[src/rtl/fetch_sequencer.sv]
// Instruction fetch sequencer: owns the word-addressed PC, fetches from instruction
// memory over req/ready, hands instructions to decode over valid/ready, applies redirects.
module fetch_sequencer #(
  parameter int unsigned            ADDR_W   = 64,
  parameter int unsigned            INST_W   = 32,
  parameter logic [ADDR_W-1:0]      RESET_PC = '0,
  parameter int unsigned            CNT_W    = 32
) (
  input  logic              clk,
  input  logic              rst,
  input  logic              start,
  output logic              imem_req,
  output logic [ADDR_W-1:0] imem_addr,
  input  logic              imem_ready,
  input  logic [INST_W-1:0] imem_rdata,
  output logic              inst_valid,
  input  logic              inst_ready,
  output logic [INST_W-1:0] inst,
  output logic [ADDR_W-1:0] inst_pc,
  input  logic              br_valid,
  input  logic              branch,
  input  logic              uncond_branch,
  input  logic              z_flag,
  input  logic [ADDR_W-1:0] br_pc,
  input  logic [ADDR_W-1:0] br_offset,
  output logic [ADDR_W-1:0] pc,
  output logic [CNT_W-1:0]  retired
);

  typedef enum logic [1:0] {
    S_IDLE  = 2'd0,
    S_FETCH = 2'd1,
    S_ISSUE = 2'd2
  } state_e;

  state_e              state_q, state_d;
  logic [ADDR_W-1:0]   pc_q, pc_d;
  logic                pend_q, pend_d;
  logic [INST_W-1:0]   inst_q, inst_d;
  logic [ADDR_W-1:0]   inst_pc_q, inst_pc_d;
  logic [CNT_W-1:0]    retired_q, retired_d;
  logic                imem_req_q;
  logic                inst_valid_q;

  logic                take_c;
  logic [ADDR_W-1:0]   target_c;

  // Redirect resolution: CBNZ-style conditional or unconditional, target wraps.
  assign take_c   = br_valid & (uncond_branch | (branch & ~z_flag));
  assign target_c = br_pc + br_offset;

  // Next-state logic; a pending redirect marks the in-flight response as stale.
  always_comb begin
    state_d   = state_q;
    pc_d      = pc_q;
    pend_d    = pend_q;
    inst_d    = inst_q;
    inst_pc_d = inst_pc_q;
    retired_d = retired_q;
    case (state_q)
      S_IDLE: begin
        if (start) state_d = S_FETCH;
      end
      S_FETCH: begin
        if (imem_ready) begin
          if (pend_q || take_c) begin
            pend_d = 1'b0;
            if (take_c) pc_d = target_c;
          end else begin
            inst_d    = imem_rdata;
            inst_pc_d = pc_q;
            state_d   = S_ISSUE;
          end
        end else if (take_c) begin
          pc_d   = target_c;
          pend_d = 1'b1;
        end
      end
      S_ISSUE: begin
        if (take_c) begin
          pc_d    = target_c;
          state_d = S_FETCH;
        end else if (inst_ready) begin
          retired_d = retired_q + CNT_W'(1);
          pc_d      = pc_q + ADDR_W'(1);
          state_d   = S_FETCH;
        end
      end
      default: state_d = S_IDLE;
    endcase
  end

  always_ff @(posedge clk) begin
    if (rst) begin
      state_q      <= S_IDLE;
      pc_q         <= RESET_PC;
      pend_q       <= 1'b0;
      inst_q       <= '0;
      inst_pc_q    <= '0;
      retired_q    <= '0;
      imem_req_q   <= 1'b0;
      inst_valid_q <= 1'b0;
    end else begin
      state_q      <= state_d;
      pc_q         <= pc_d;
      pend_q       <= pend_d;
      inst_q       <= inst_d;
      inst_pc_q    <= inst_pc_d;
      retired_q    <= retired_d;
      imem_req_q   <= (state_d == S_FETCH);
      inst_valid_q <= (state_d == S_ISSUE);
    end
  end

  assign imem_req   = imem_req_q;
  assign imem_addr  = pc_q;
  assign pc         = pc_q;
  assign inst_valid = inst_valid_q;
  assign inst       = inst_q;
  assign inst_pc    = inst_pc_q;
  assign retired    = retired_q;

endmodule

[config.mk]
export PLATFORM = sky130hd
export DESIGN_NAME = fetch_sequencer
export DESIGN_NICKNAME = d
export VERILOG_FILES = /design/src/rtl/fetch_sequencer.sv
export SDC_FILE = /design/constraint.sdc
export NUM_CORES = 1
export LEC_CHECK = 0
export CELL_PAD_IN_SITES_DETAIL_PLACEMENT = 2
export CELL_PAD_IN_SITES_GLOBAL_PLACEMENT = 2
export CORE_UTILIZATION = 25
export DETAILED_ROUTE_END_ITERATION = 16
export GPL_ROUTABILITY_DRIVEN = 0
export PLACE_DENSITY_LB_ADDON = 0.1
export SYNTH_ARGS = -nofsm -noshare
export SYNTH_HDL_FRONTEND = slang
export SYNTH_SLANG_ARGS = --single-unit
[constraint.sdc]
create_clock -name clk -period 3.71 [get_ports clk]
set_input_delay 0.742 -clock clk [delete_from_list [all_inputs] [get_ports clk]]
set_output_delay 0.742 -clock clk [all_outputs]
set_load 0.02 [all_outputs]
* Word level (Yosys, flattened, before mapping)
Cells that the tools add are included.
Word-level totals: output and inout bits 258, ROM bits 0, register bits 197, memories kept 0, word-level logic and storage cells 47, latch bits 0, input port bits 169, RAM bits 0
Cells by class: equal/unequal tests 7, reduce and logical (&&, ||, !) cells 8, div/mod/pow operators 0, multipliers 0, shifts and indexed selects 0, order comparisons 0, bitwise logic cells 6, multiplexer cells 15, add/sub/neg operators 3
Operator list (number):
- 2-to-1 mux 64 bit | 5
- one-hot mux 64 bit (2 select lines) | 1
- adder 64 x 1 -> 64 bit (second input constant) | 1
- adder 64 bit | 1
- adder 32 x 1 -> 32 bit (second input constant) | 1
- AND reduction 3 bit | 4
- 2-to-1 mux 2 bit | 5
- inequality test 3 bit (second input constant) | 2
- one-hot mux 2 bit (3 select lines) | 1
- == test 2 x 1 -> 1 bit (second input constant) | 2
- == test 2 bit (second input constant) | 2
- nonzero test 2 bit | 2
- 2-to-1 mux 1 bit | 3
- NOT 1 bit | 3
- AND 1 bit | 2
- logical NOT 2 bit | 1
- inequality test 2 x 1 -> 1 bit (second input constant) | 1
- logical OR 1 bit | 1
- OR 1 bit | 1

* Longest topological paths before layout
word-level depth 9, gate-level depth with buffers 12

* Least setup slack after synthesis
OpenSTA, ideal clock, no wires.
path type input to register, from in br_pc[17], to reg pc_q[49] (netlist: imem_addr[49]), path slack 277 ps, setup time 83 ps, data required time 3627 ps, buffers on the path 0, cell stages on the path 11, data arrival time 3351 ps, cell sequence ha_1 nand4_1 or2_1 or4b_1 a31o_1 a21oi_4 o21ai_2 o31ai_4 nand4_1 a2111o_1 o221ai_1
On the way: longest elaborated chain between the ends 5
RTL lines:
- start: declaration | RTL line 24 | input logic [ADDR_W-1:0] br_pc,
- adder 64 bit (*) | RTL line 50 | assign target_c = br_pc + br_offset;
- 2-to-1 mux 64 bit | RTL line 68, 74
- 2-to-1 mux 64 bit | RTL line 66 | if (pend_q || take_c) begin
- 2-to-1 mux 64 bit | RTL line 65 | if (imem_ready) begin
- one-hot mux 64 bit (2 select lines) (*) | RTL line 60 | case (state_q)
- end signal: assignment | RTL line 105 | pc_q <= pc_d;
- end: declaration | RTL line 37 | logic [ADDR_W-1:0] pc_q, pc_d;
Mark *: on every way between the ends. The rest lies on a longest branch, timed or not. The select of a mux whose other input is x is not followed. A chain may end at the register's enable or synchronous reset.

* Final worst setup path
from in br_pc[0], to reg pc_q[58] (netlist: imem_addr[58])
The elaborated chain is that of the path after synthesis.

==> impl_metrics.py <==
metrics = {
    "die": {
        "rows": 82,
        "start_util_pct": 25.5,
        "core_area_sq_um": 50500,
        "die_x_microns": 229,
        "die_h_microns": 229,
        "pin_count": 427,
        "die_area_sq_um": 52300,
    },
    "clock_network": {
        "clk_latency_ns": 0.46,
        "cts_buffers": 17,
        "cts_tree": "built",
        "root_buffer": "clkbuf_16",
        "cts.clk_slew.worst_paths_ns": 0.07,
        "htree_levels": 4,
        "cts.sinks": 197,
        "clock_path_buffers": 2,
    },
    "placement": {
        "dp_hpwl_microns": 47900,
        "portBuffers": 426,
        "place_area_sq_um": 18400,
        "dp.cells": 2866,
        "dp_slack_ns": -0.526,
    },
    "timing": {
        "final.setup_skew_ns": 0.0149,
        "maxSlewHeadroom_pct": 49.4,
        "hold_ws_ns": 0.457,
        "min_period_ns": 3.55,
        "slew_violations": 0,
        "finalSetupViolations": 0,
        "final-hold-violation-count": 0,
        "worst_pin_slew_ns": 0.759,
        "final.setup.worst_slack_ns": 0.161,
        "fin_crit_sh_pct": 95.7,
        "max_freq_ghz": 0.282,
    },
    "power_and_ir_drop": {
        "combPwrFrac_pct": 33.2,
        "p_int_mw": 4.16,
        "ir_worst_vdd_v": 0.000307,
        "p_leak_nw": 7.11,
        "power_frac_clock_pct": 30.6,
        "switching_share_pct": 34.8,
        "p_sw_mw": 2.22,
        "power.density_nw_per_um2": 334,
        "p_seq_share_pct": 36.2,
    },
    "logic_synthesis": {
        "synth_cells": 1764,
        "synth_most_common_cell": "nand2_1",
        "synth_flop_cell": "dfxtp_1",
        "avgSynthCellArea_sq_um": 7.29,
        "ys_seq_area_share_pct": 30.7,
        "mappedNetlistArea_sq_um": 12900,
        "synth_nets": 2003,
        "synth_edf_count": 0,
        "synth_area_leaders": "dfxtp_1 31%, a21oi_1 9.8%, nand2_1 9.7%, ha_1 6.7%, o21ai_0 4.0%",
        "synth_seq_cells": 197,
        "yosysWarnings": 0,
        "yosys-top-cells-count": "331 x nand2_1, 251 x a21oi_1, 197 x dfxtp_1",
        "yosys.area.top_type_share_pct": 30.7,
        "ys_types": 72,
        "yosysTopAreaCell": "dfxtp_1",
        "synthArstFlopShare_pct": 0,
    },
    "drt": {
        "ant_nets": 0,
        "wirelength_microns": 60400,
        "vias": 14700,
        "drt-initial-drc-count": 585,
        "drc": 0,
        "wl_per_cell_microns": 20.8,
        "viasPerCell": 5.06,
        "dr.pass1.iters": 4,
    },
    "final_layout": {
        "stdcell_area_sq_um": 19100,
        "area_growth_syn_to_layout_pct": 48.5,
        "final_core_util_pct": 37.8,
        "nets": 2453,
        "diodes": 0,
        "drive_gt1_share_pct": 10.6,
        "instances_no_fill": 2898,
    },
    "outcome": {
        "status": "complete, no violations",
    },
    "global_route": {
        "grt_pass1_wl_microns": 93500,
        "grt_max_degree": 94,
        "grt_overflow_total": 0,
        "first_global_vias": 15500,
        "track_usage_pct": 22.7,
        "antenna_found_initial": 0,
    },
    "setup_path": {
        "cp_slowest_cell": "clkdlybuf4s50_1",
        "worstSetupStartpointType": "primary input",
        "end_kind": "register",
        "path_cells": "clkdlybuf4s50_1 -> ha_1 -> fa_2 -> a21o_1 -> a31o_2 -> nand4b_1 -> o211ai_1 -> buf_4 -> o21a_1 -> o21ai_2 -> buf_4 -> nor3_2 -> or2_2 -> and2_1 -> o221ai_1",
        "critPathKind": "in2reg",
        "worstPathMaxFanout": 4,
        "path_common_cell": "buf_4",
        "crit_arrival_ns": 3.92,
        "worstPathRequired_ns": 4.08,
        "max_stage_delay_ns": 0.40,
    },
    "flow_run": {
        "cap_violations": 0,
    },
    "worst_hold_path": {
        "hold_class": "reg2reg",
    },
}
## what timing repair did
action,in CTS,in global routing
setup buffers,0,1
pin swaps,0,9
setup endpoints to repair,2,16
endpoints found under the hold margin,0,0
gates resized for setup,2,14
hold buffers,0,0
## flip-flops by register name, indices dropped and copies added, names as in the netlist
register	cells
inst_valid	1
inst_pc	64
retired	32
imem_addr	64
pend_q	1
state_q	2
imem_req	1
inst	32
## worst max-delay path: cells and delay by family
kind / cells / cell delay [ns]
simple gates: 4 / 0.71
compound gates: 6 / 1.14
fa+ha+maj: 2 / 0.61
buf+inv: 3 / 0.72
## routing by layer
metal	share of wire, %	GRT usage (%)	vias to the layer above
li1	-	-	7072
met1	49	31.9	7265
met2	47	37.4	288
met3	2.9	2.18	28
met4	1.0	4.58	0
met5	0	0	-
## worst paths after layout
check,startpoint,end,slack [ns],cells after the start
setup / recovery,br_pc[0],imem_addr[58],0.16,15
hold / removal,inst_pc[59],inst_pc[59],0.46,2
setup reg to reg,imem_addr[8],imem_addr[57],0.60,10
hold reg to reg,inst_pc[59],inst_pc[59],0.46,2
## metrics by stage
step	power (mW)	TNS (ns)
finish	6.37	0
global route	6.71	-0.0259
CTS	6.44	0
detailed placement	4.46	-10.43
global placement	4.41	-7.75
floorplan	3.41	0
## layout make-up
type / count / area, sq um
Fill cell: 5886 / 31400
Multi-Input combinational cell: 1377 / 8040
Timing Repair Buffer: 594 / 5580
Sequential cell: 197 / 3940
Tap cell: 672 / 841
Clock buffer: 17 / 425
Clock inverter: 14 / 169
Inverter: 27 / 101
## kinds of logic (layout without fill, tap and decap cells)
kind of cell               count (synthesis)  after routing  share of synthesized area, %
and+or+nand+nor                          679            679                          23.8
xor gates and xnor gates                  80             80                          5.45
DFF                                      197            197                          30.7
muxes                                      2              2                         0.165
AOI/OAI and AO/OA                        546            546                          25.6
adders and majority gates                 70             70                          6.87
buffers and inverters                    190            652                          7.43
## cell usage in the layout, fill, tap and decap left out, types with 9 or more instances in the layout
master	count
clkdlybuf4s50_1	425
nand2_1	330
a21oi_1	250
dfxtp_1	197
buf_4	164
nor2_1	129
o21ai_0	100
ha_1	69
nand3_1	47
xnor2_1	41
xor2_1	38
a21o_1	38
nor3_1	35
nand4_1	29
and3_1	28
inv_1	27
a31oi_1	25
clkbuf_16	17
a211oi_1	14
o21bai_1	13
o22ai_1	13
o21a_1	12
and2_1	10
nor2b_1	9
or3_1	9
nand2b_1	9
## power groups by stage
stage / Sequential, mW / Combinational [mW] / Clock, mW
floorplan: 2.43 / 0.989 / 0
global placement: 2.35 / 2.06 / 0
detailed placement: 2.36 / 2.11 / 0
CTS: 2.31 / 2.12 / 2.01
global route: 2.32 / 2.29 / 2.10
finish: 2.31 / 2.11 / 1.95
Power figures use the tool's default switching activity.
